[config.mk]
export PLATFORM = sky130hd
export DESIGN_NAME = audio_out_feeder_flat
export DESIGN_NICKNAME = d
export VERILOG_FILES = /design/src/rtl/audio_out_feeder_if.sv /design/src/rtl/audio_out_feeder.sv /design/src/flat_wrapper.sv
export SDC_FILE = /design/constraint.sdc
export NUM_CORES = 1
export LEC_CHECK = 0
export CAP_MARGIN = 5
export CORE_MARGIN = 1
export CORE_UTILIZATION = 52
export DETAILED_ROUTE_END_ITERATION = 10
export DONT_BUFFER_PORTS = 1
export PLACE_DENSITY = 0.82
export REMOVE_ABC_BUFFERS = 1
export SLEW_MARGIN = 20
export SYNTH_ARGS = -nofsm -noshare
export SYNTH_HDL_FRONTEND = slang
export SYNTH_SLANG_ARGS = --single-unit
[constraint.sdc]
create_clock -name CLOCK_50 -period 3.3 [get_ports CLOCK_50]
set_input_delay 0.33 -clock CLOCK_50 [delete_from_list [all_inputs] [get_ports CLOCK_50]]
set_output_delay 0.33 -clock CLOCK_50 [all_outputs]
set_load 0.05 [all_outputs]
[src/rtl/audio_out_feeder_if.sv]
// Sample ingress and codec egress handshakes of the audio output feeder.
// master = feeder side; slave = tone generator plus codec side.
interface audio_out_feeder_if;
    logic [31:0] sound_in;
    logic        sound_valid;
    logic        sound_ready;
    logic        audio_out_allowed;
    logic        write_audio_out;
    logic [31:0] left_channel_audio_out;
    logic [31:0] right_channel_audio_out;

    modport master (
        input  sound_in, sound_valid, audio_out_allowed,
        output sound_ready, write_audio_out,
        output left_channel_audio_out, right_channel_audio_out
    );

    modport slave (
        output sound_in, sound_valid, audio_out_allowed,
        input  sound_ready, write_audio_out,
        input  left_channel_audio_out, right_channel_audio_out
    );
endinterface

[src/rtl/audio_out_feeder.sv]
// Buffers tone samples, attenuates/mutes them and strobes them into both codec channels.
// Latency 1 cycle from pop to strobe; sound_ready drops when full, codec stalls via audio_out_allowed.
module audio_out_feeder #(
    parameter int DEPTH = 8,
    parameter int AW    = 3,
    parameter int PRIME = 4
) (
    input  logic                CLOCK_50,
    input  logic                reset,
    audio_out_feeder_if.master  aud,
    input  logic [2:0]          volume,
    input  logic                mute,
    output logic [AW:0]         fifo_level,
    output logic [15:0]         underrun_count,
    output logic                overflow
);
    typedef enum logic [1:0] {FILL = 2'd0, RUN = 2'd1, STARVED = 2'd2} state_t;

    localparam logic [AW:0] LVL_FULL  = (AW+1)'(DEPTH);
    localparam logic [AW:0] LVL_PRIME = (AW+1)'(PRIME);

    state_t             state;
    state_t             state_nxt;
    logic [31:0]        mem [DEPTH];
    logic [AW-1:0]      wr_ptr;
    logic [AW-1:0]      rd_ptr;
    logic               push;
    logic               pop;
    logic signed [31:0] rd_sample;
    logic [31:0]        out_sample;

    assign aud.sound_ready = (fifo_level != LVL_FULL);
    assign push = aud.sound_valid && aud.sound_ready;
    // The strobe term forces an idle cycle between codec writes.
    assign pop  = (state == RUN) && aud.audio_out_allowed &&
                  (fifo_level != '0) && !aud.write_audio_out;

    assign rd_sample  = mem[rd_ptr];
    assign out_sample = mute ? 32'd0 : 32'(rd_sample >>> volume);

    always_ff @(posedge CLOCK_50) begin
        if (push) begin
            mem[wr_ptr] <= aud.sound_in;
        end
    end

    always_comb begin
        state_nxt = state;
        case (state)
            FILL:    if (fifo_level >= LVL_PRIME) state_nxt = RUN;
            RUN:     if (aud.audio_out_allowed && (fifo_level == '0) && !aud.write_audio_out)
                         state_nxt = STARVED;
            STARVED: state_nxt = FILL;
            default: state_nxt = FILL;
        endcase
    end

    always_ff @(posedge CLOCK_50) begin
        if (reset) begin
            state <= FILL;
        end else begin
            state <= state_nxt;
        end
    end

    always_ff @(posedge CLOCK_50) begin
        if (reset) begin
            wr_ptr                      <= '0;
            rd_ptr                      <= '0;
            fifo_level                  <= '0;
            overflow                    <= 1'b0;
            underrun_count              <= '0;
            aud.write_audio_out         <= 1'b0;
            aud.left_channel_audio_out  <= '0;
            aud.right_channel_audio_out <= '0;
        end else begin
            if (push) wr_ptr <= wr_ptr + 1'b1;
            if (pop)  rd_ptr <= rd_ptr + 1'b1;
            case ({push, pop})
                2'b10:   fifo_level <= fifo_level + 1'b1;
                2'b01:   fifo_level <= fifo_level - 1'b1;
                default: fifo_level <= fifo_level;
            endcase
            if (aud.sound_valid && !aud.sound_ready) overflow <= 1'b1;
            // One count per episode: STARVED is only entered from RUN.
            if ((state_nxt == STARVED) && (state != STARVED) && (underrun_count != 16'hFFFF))
                underrun_count <= underrun_count + 16'd1;
            aud.write_audio_out <= pop;
            if (pop) begin
                aud.left_channel_audio_out  <= out_sample;
                aud.right_channel_audio_out <= out_sample;
            end
        end
    end
endmodule

[src/flat_wrapper.sv]
// flat-port wrapper written by rule: the top's interface ports become plain ports
module audio_out_feeder_flat 
#(
    parameter int DEPTH = 8,
    parameter int AW    = 3,
    parameter int PRIME = 4
)
  (CLOCK_50, reset, volume, mute, fifo_level, underrun_count, overflow, aud_sound_in, aud_sound_valid, aud_audio_out_allowed, aud_sound_ready, aud_write_audio_out, aud_left_channel_audio_out, aud_right_channel_audio_out);
  audio_out_feeder_if aud_i ();
  input  logic CLOCK_50;
  input  logic reset;
  input  logic [2:0] volume;
  input  logic mute;
  output logic [AW:0] fifo_level;
  output logic [15:0] underrun_count;
  output logic overflow;
  input wire logic [$bits(aud_i.sound_in)-1:0] aud_sound_in;
  input wire logic [$bits(aud_i.sound_valid)-1:0] aud_sound_valid;
  input wire logic [$bits(aud_i.audio_out_allowed)-1:0] aud_audio_out_allowed;
  output wire logic [$bits(aud_i.sound_ready)-1:0] aud_sound_ready;
  output wire logic [$bits(aud_i.write_audio_out)-1:0] aud_write_audio_out;
  output wire logic [$bits(aud_i.left_channel_audio_out)-1:0] aud_left_channel_audio_out;
  output wire logic [$bits(aud_i.right_channel_audio_out)-1:0] aud_right_channel_audio_out;
  assign aud_i.sound_in = aud_sound_in;
  assign aud_i.sound_valid = aud_sound_valid;
  assign aud_i.audio_out_allowed = aud_audio_out_allowed;
  assign aud_sound_ready = aud_i.sound_ready;
  assign aud_write_audio_out = aud_i.write_audio_out;
  assign aud_left_channel_audio_out = aud_i.left_channel_audio_out;
  assign aud_right_channel_audio_out = aud_i.right_channel_audio_out;
  audio_out_feeder #(.DEPTH(DEPTH), .AW(AW), .PRIME(PRIME)) u_core (.CLOCK_50(CLOCK_50), .reset(reset), .aud(aud_i), .volume(volume), .mute(mute), .fifo_level(fifo_level), .underrun_count(underrun_count), .overflow(overflow));
endmodule
# Yosys cells after proc, flatten, opt, wreduce, memory -nomap -nowiden
# Memories as Yosys holds them, arrays and structs flattened. A register that Yosys moved wholly into a read port is not among the register bits.
# Index checks and enable logic that the tools add are counted.
# totals
ff_bits	62
ram_bits	256
inputBits	40
output_inout_bits	87
wordCells	47
mem_count	1
# op_classes
n_addsub	5
magnitude_cmp	1
eq_ne	7
n_shift	1
mux	9
n_reduce_logical	15
# mem_list
memory	depth	width	rd	rd_ports_with_merged_regs	wr	line	text
u_core.mem	8	32	1	1	1	audio_out_feeder.sv:24	logic [31:0] mem [DEPTH];
# op_table
operator	n
2-to-1 mux 32 bit	1
>>> shifter 32 x 3 -> 32 bit	1
adder 16 x 1 -> 16 bit (second input constant)	1
!= test 16 bit (second input constant)	1
logical AND 1 bit	9
one-hot mux 4 bit (2 select lines)	1
adder 3 x 1 -> 3 bit (second input constant)	2
2-to-1 mux 3 bit	2
adder 4 x 1 -> 4 bit (second input constant)	1
equality test 2 x 1 -> 1 bit (second input constant)	2
equality test 2 bit (second input constant)	2
greater-or-equal comparator 4 x 3 -> 1 bit (second input constant)	1
zero test 4 bit	1
2-to-1 mux 2 bit	2
!= test 4 bit (second input constant)	1
one-hot mux 2 bit (2 select lines)	1
nonzero test 4 bit	1
subtractor 4 x 1 -> 4 bit (second input constant)	1
zero test 1 bit	2
zero test 2 bit	1
2-to-1 mux 1 bit	2
!= test 2 bit (second input constant)	1
nonzero test 2 bit	1

# Longest topological paths before layout
# Gate-level depths: netlist of run 1.
# logic_depth
word_depth	8
mapped_depth	13
mapped_depth_nobuf	10

# Worst setup path before layout of run 1
# Ideal clock, no wire load.
# synth_timing
path_kind	reg2reg
from	reg u_core.fifo_level[0]
to	mem u_core.mem[0][0] (enable)
setup_time_ns	0.461
arrival_time_ns	3.546
required_time_ns	2.839
path_slack_ns	-0.708
stages_incl_launch_ff	5
path_buffers	0
synth_period_minus_slack_ns	4.008
cell_sequence	dfxtp_1 > nor4b_1 > nor2b_1 > nand2b_1 > nor3_1
# synth_via
elab_chain_cells	4
# synth_lines
element	line	text
start: declaration	audio_out_feeder.sv:13	output logic [AW:0] fifo_level,
start signal: assignment	audio_out_feeder.sv:80	2'b10: fifo_level <= fifo_level + 1'b1;
start signal: assignment	audio_out_feeder.sv:81	2'b01: fifo_level <= fifo_level - 1'b1;
start signal: assignment	audio_out_feeder.sv:82	default: fifo_level <= fifo_level;
!= test 4 bit	audio_out_feeder.sv:32	assign aud.sound_ready = (fifo_level != LVL_FULL);
logical AND 1 bit	audio_out_feeder.sv:33	assign push = aud.sound_valid && aud.sound_ready;
2-to-1 mux 1 bit	audio_out_feeder.sv:42	if (push) begin
2-to-1 mux 1 bit (not written as such)	audio_out_feeder.sv:43	mem[wr_ptr] <= aud.sound_in;
end: declaration	audio_out_feeder.sv:24	
# Every way passes these cells.

==> reports/qor.txt, run 1 <==
Synth top area cells - edfxtp_1 (54%), dfxtp_1 (9.1%), mux4_2 (7.9%)
Total grt overflow - 0
Die height - 167 um
Worst VDD drop - 0.374 mV
Hold path startpoint - mute
Core area - 26,900 um^2
Die Wd - 167 um
Largest net degree at the start of global routing - 46
Post-synth top area share - 54.0%
# fillers - 1,922
Reg clk slew, reported paths - 0.06 ns
Period utilisation layout - 89.6%
Max Freq - 338 MHz
Setup TNS Final - 0 ns
Area of the multi-input gates - 4740 um^2
Total CTS buffers - 35
Crit path kind - register to register
Number of H-tree levels - 2
Status - complete, no violations
Synth Warn # - 0
Worst setup SP type - register
Routed vias/inst - 6.69
Mapped Area - 14,200 um^2
Worst Max-Slew Pin Slew - 1.12 ns
Clock sink count - 321
CP Data Required Time - 3.65 ns
Yosys reg bits - 321
Sequential element share of the synthesized area - 63.1%
Asr flop ratio synth - 0%
DR pass1 iterations - 8
Syn Inst Count - 991
Crit path DAT - 3.31 ns
Number of synthesized flops with an enable pin - 256
Area delta synth->final - 12.6%
Tot Pwr - 8.78 mW
Routed wire length - 35,500 um
Die ar. - 28,000 um^2
Hold path endpoint - u_core.aud.left_channel_audio_out[31]
DRC errors left - 0
Resize count post-CTS - 0
Clk_skew - 0.0230 ns
Slew margin rel. - 25.2%
Avg Cell Area, Syn - 14.4 um^2
Final Wtd Congestion - 0.892
Post-CTS Setup Bufs - 0
Synth cell types - 61
Rows - 60
Vias in the first global route - 8,958
Setup Viol. Count Final - 0
DR iter-0 viols - 1,432
Max_cap viols - 0
Root Driver - clkbuf_16
Nets - 1,056
Most frequent cells after synthesis - edfxtp_1 (256), dfxtp_1 (65), nand2_1 (63)
HP Class - input pin to register
Min Tclk post-route - 2.96 ns
Wire per inst - 25.8 um
Worst R2R End - u_core.aud.left_channel_audio_out[5]
RSZ-0062 raised after global routing - false
Post-DP HPWL - 22,100 um
Initial antenna violation count - 2
Pwr dens - 548 nW/um^2
Register area - 8990 um^2
Synth Flop Type - edfxtp_1
GR Util All Layers - 25.3%
Clock buffer depth - 3
R2R Setup Slk - 0.34 ns
Antenna Cells - 0
Num ports - 127
R2R depth - 5
Max Fanout on Critical Path - 20
Global-route wire length before repair - 53,400 um
Count leader, synth - edfxtp_1
CTS tree - built
WHS Path Cells - 3
CTS hold repair buffers - 35
Final Max Slew Viols - 0
Leak Pwr - 5.07 nW
Antenna-violating nets left - 0
Final Hold Vio Count - 0
Initial core utilization - 53.0%
Clk_lat worst skew - 0.53 ns
Share of cells above drive strength 1 - 20.4%
Largest area contributor in the netlist - edfxtp_1
Number of port buffers - 0
DR vias - 9,224
Worst setup EP type - register
## cell type report
class                      count  area share (%)
timing repair buffer          74            4.39
tap                          341            2.66
inverter                       9           0.211
sequential                   321            56.1
clock buffer                  41            5.74
clock inverter                23            1.33
multi-input combinational    569            29.6
## cell usage in the layout (no fill, tap or decap), drive strengths merged, types with 22 or more instances in the layout
cell         Yosys  layout
edfxtp         256     256
dfxtp           65      65
nand2           63      63
o21ai           58      58
mux2            52      52
mux4            50      50
o22ai           45      45
nor2            44      44
clkbuf          34      41
buf             58      40
mux2i           37      37
dlygate4sd3      0      34
a21oi           22      22
## worst max path at each step
stage / from / end / cells past startpoint
after global placement: register / u_core.aud.left_channel_audio_out[5] / 5
after global routing: u_core.fifo_level[0] / u_core.fifo_level[2] / 11
after CTS: register / u_core.aud.left_channel_audio_out[5] / 5
after detailed placement: register / u_core.aud.left_channel_audio_out[4] / 5
after floorplan: register / u_core.aud.left_channel_audio_out[24] / 5
final: register / u_core.aud.left_channel_audio_out[5] / 5
## stage by stage
| step | std cells | area [um^2] | hold WS [ns] | util [%] | worst slack, ns |
|---|---|---|---|---|---|
| 2_1_floorplan | 899 | 13700 | 0.399 | - | -1.23 |
| 3_3_place_gp | 1279 | 14500 | 0.405 | 54.1 | 0.551 |
| 3_5_place_dp | 1279 | 14500 | 0.405 | 54.1 | 0.483 |
| 4_1_cts | 1378 | 16000 | 0.0219 | 59.7 | 0.398 |
| 5_1_grt | 1378 | 16000 | 0.0335 | 59.7 | 0.245 |
| 6_report | 1378 | 16000 | 0.0376 | 59.7 | 0.342 |
## routing by layer
layer	track usage, %	routed length (um)	up-vias
met2	40.8	16800	633
met5	0	27	-
met1	31.9	13400	4495
met3	6.52	3590	151
li1	-	-	3941
met4	12.2	1720	4
## critical path: stages (launching register included)
cell and delay (ns):
dfxtp_2 0.78, mux4_2 0.61, mux2i_1 0.40, inv_1 0.15, a221oi_1 0.60, o221ai_1 0.25
## flip-flops by register name, indices dropped and copies added, names as in the netlist, named ones only
signal / flops
u_core.aud.left_channel_audio_out: 32
u_core.aud.write_audio_out: 1
u_core.fifo_level: 4
u_core.mem: 256
u_core.overflow: 1
u_core.rd_ptr: 3
u_core.state: 2
u_core.underrun_count: 16
u_core.wr_ptr: 3
## power breakdown
part / switching [mW] / internal, mW / total (mW)
clock: 1.60 / 2.25 / 3.85
sequential: 0.0302 / 4.43 / 4.46
combinational: 0.290 / 0.169 / 0.459
## kinds of logic (layout without fill, tap and decap cells)
logic type	Yosys count	count (layout)	share of synthesized area, %
buffers and inverters	101	147	3.95
AO/OA/AOI/OAI	206	206	9.60
flip-flops	321	321	63.1
multiplexers	139	139	14.6
adder cells (fa/ha/maj)	6	6	0.527
XOR/XNOR	18	18	1.11
AND/OR/NAND/NOR	200	200	7.05
Note: power is estimated with default switching activity, not from simulation.
==> inputs of run 2 (changes only) <==
- CORE_MARGIN: 1 -> unset
==> results of run 2 <==
Same layout as run 1: the final DEF is identical, and so are final timing and power.
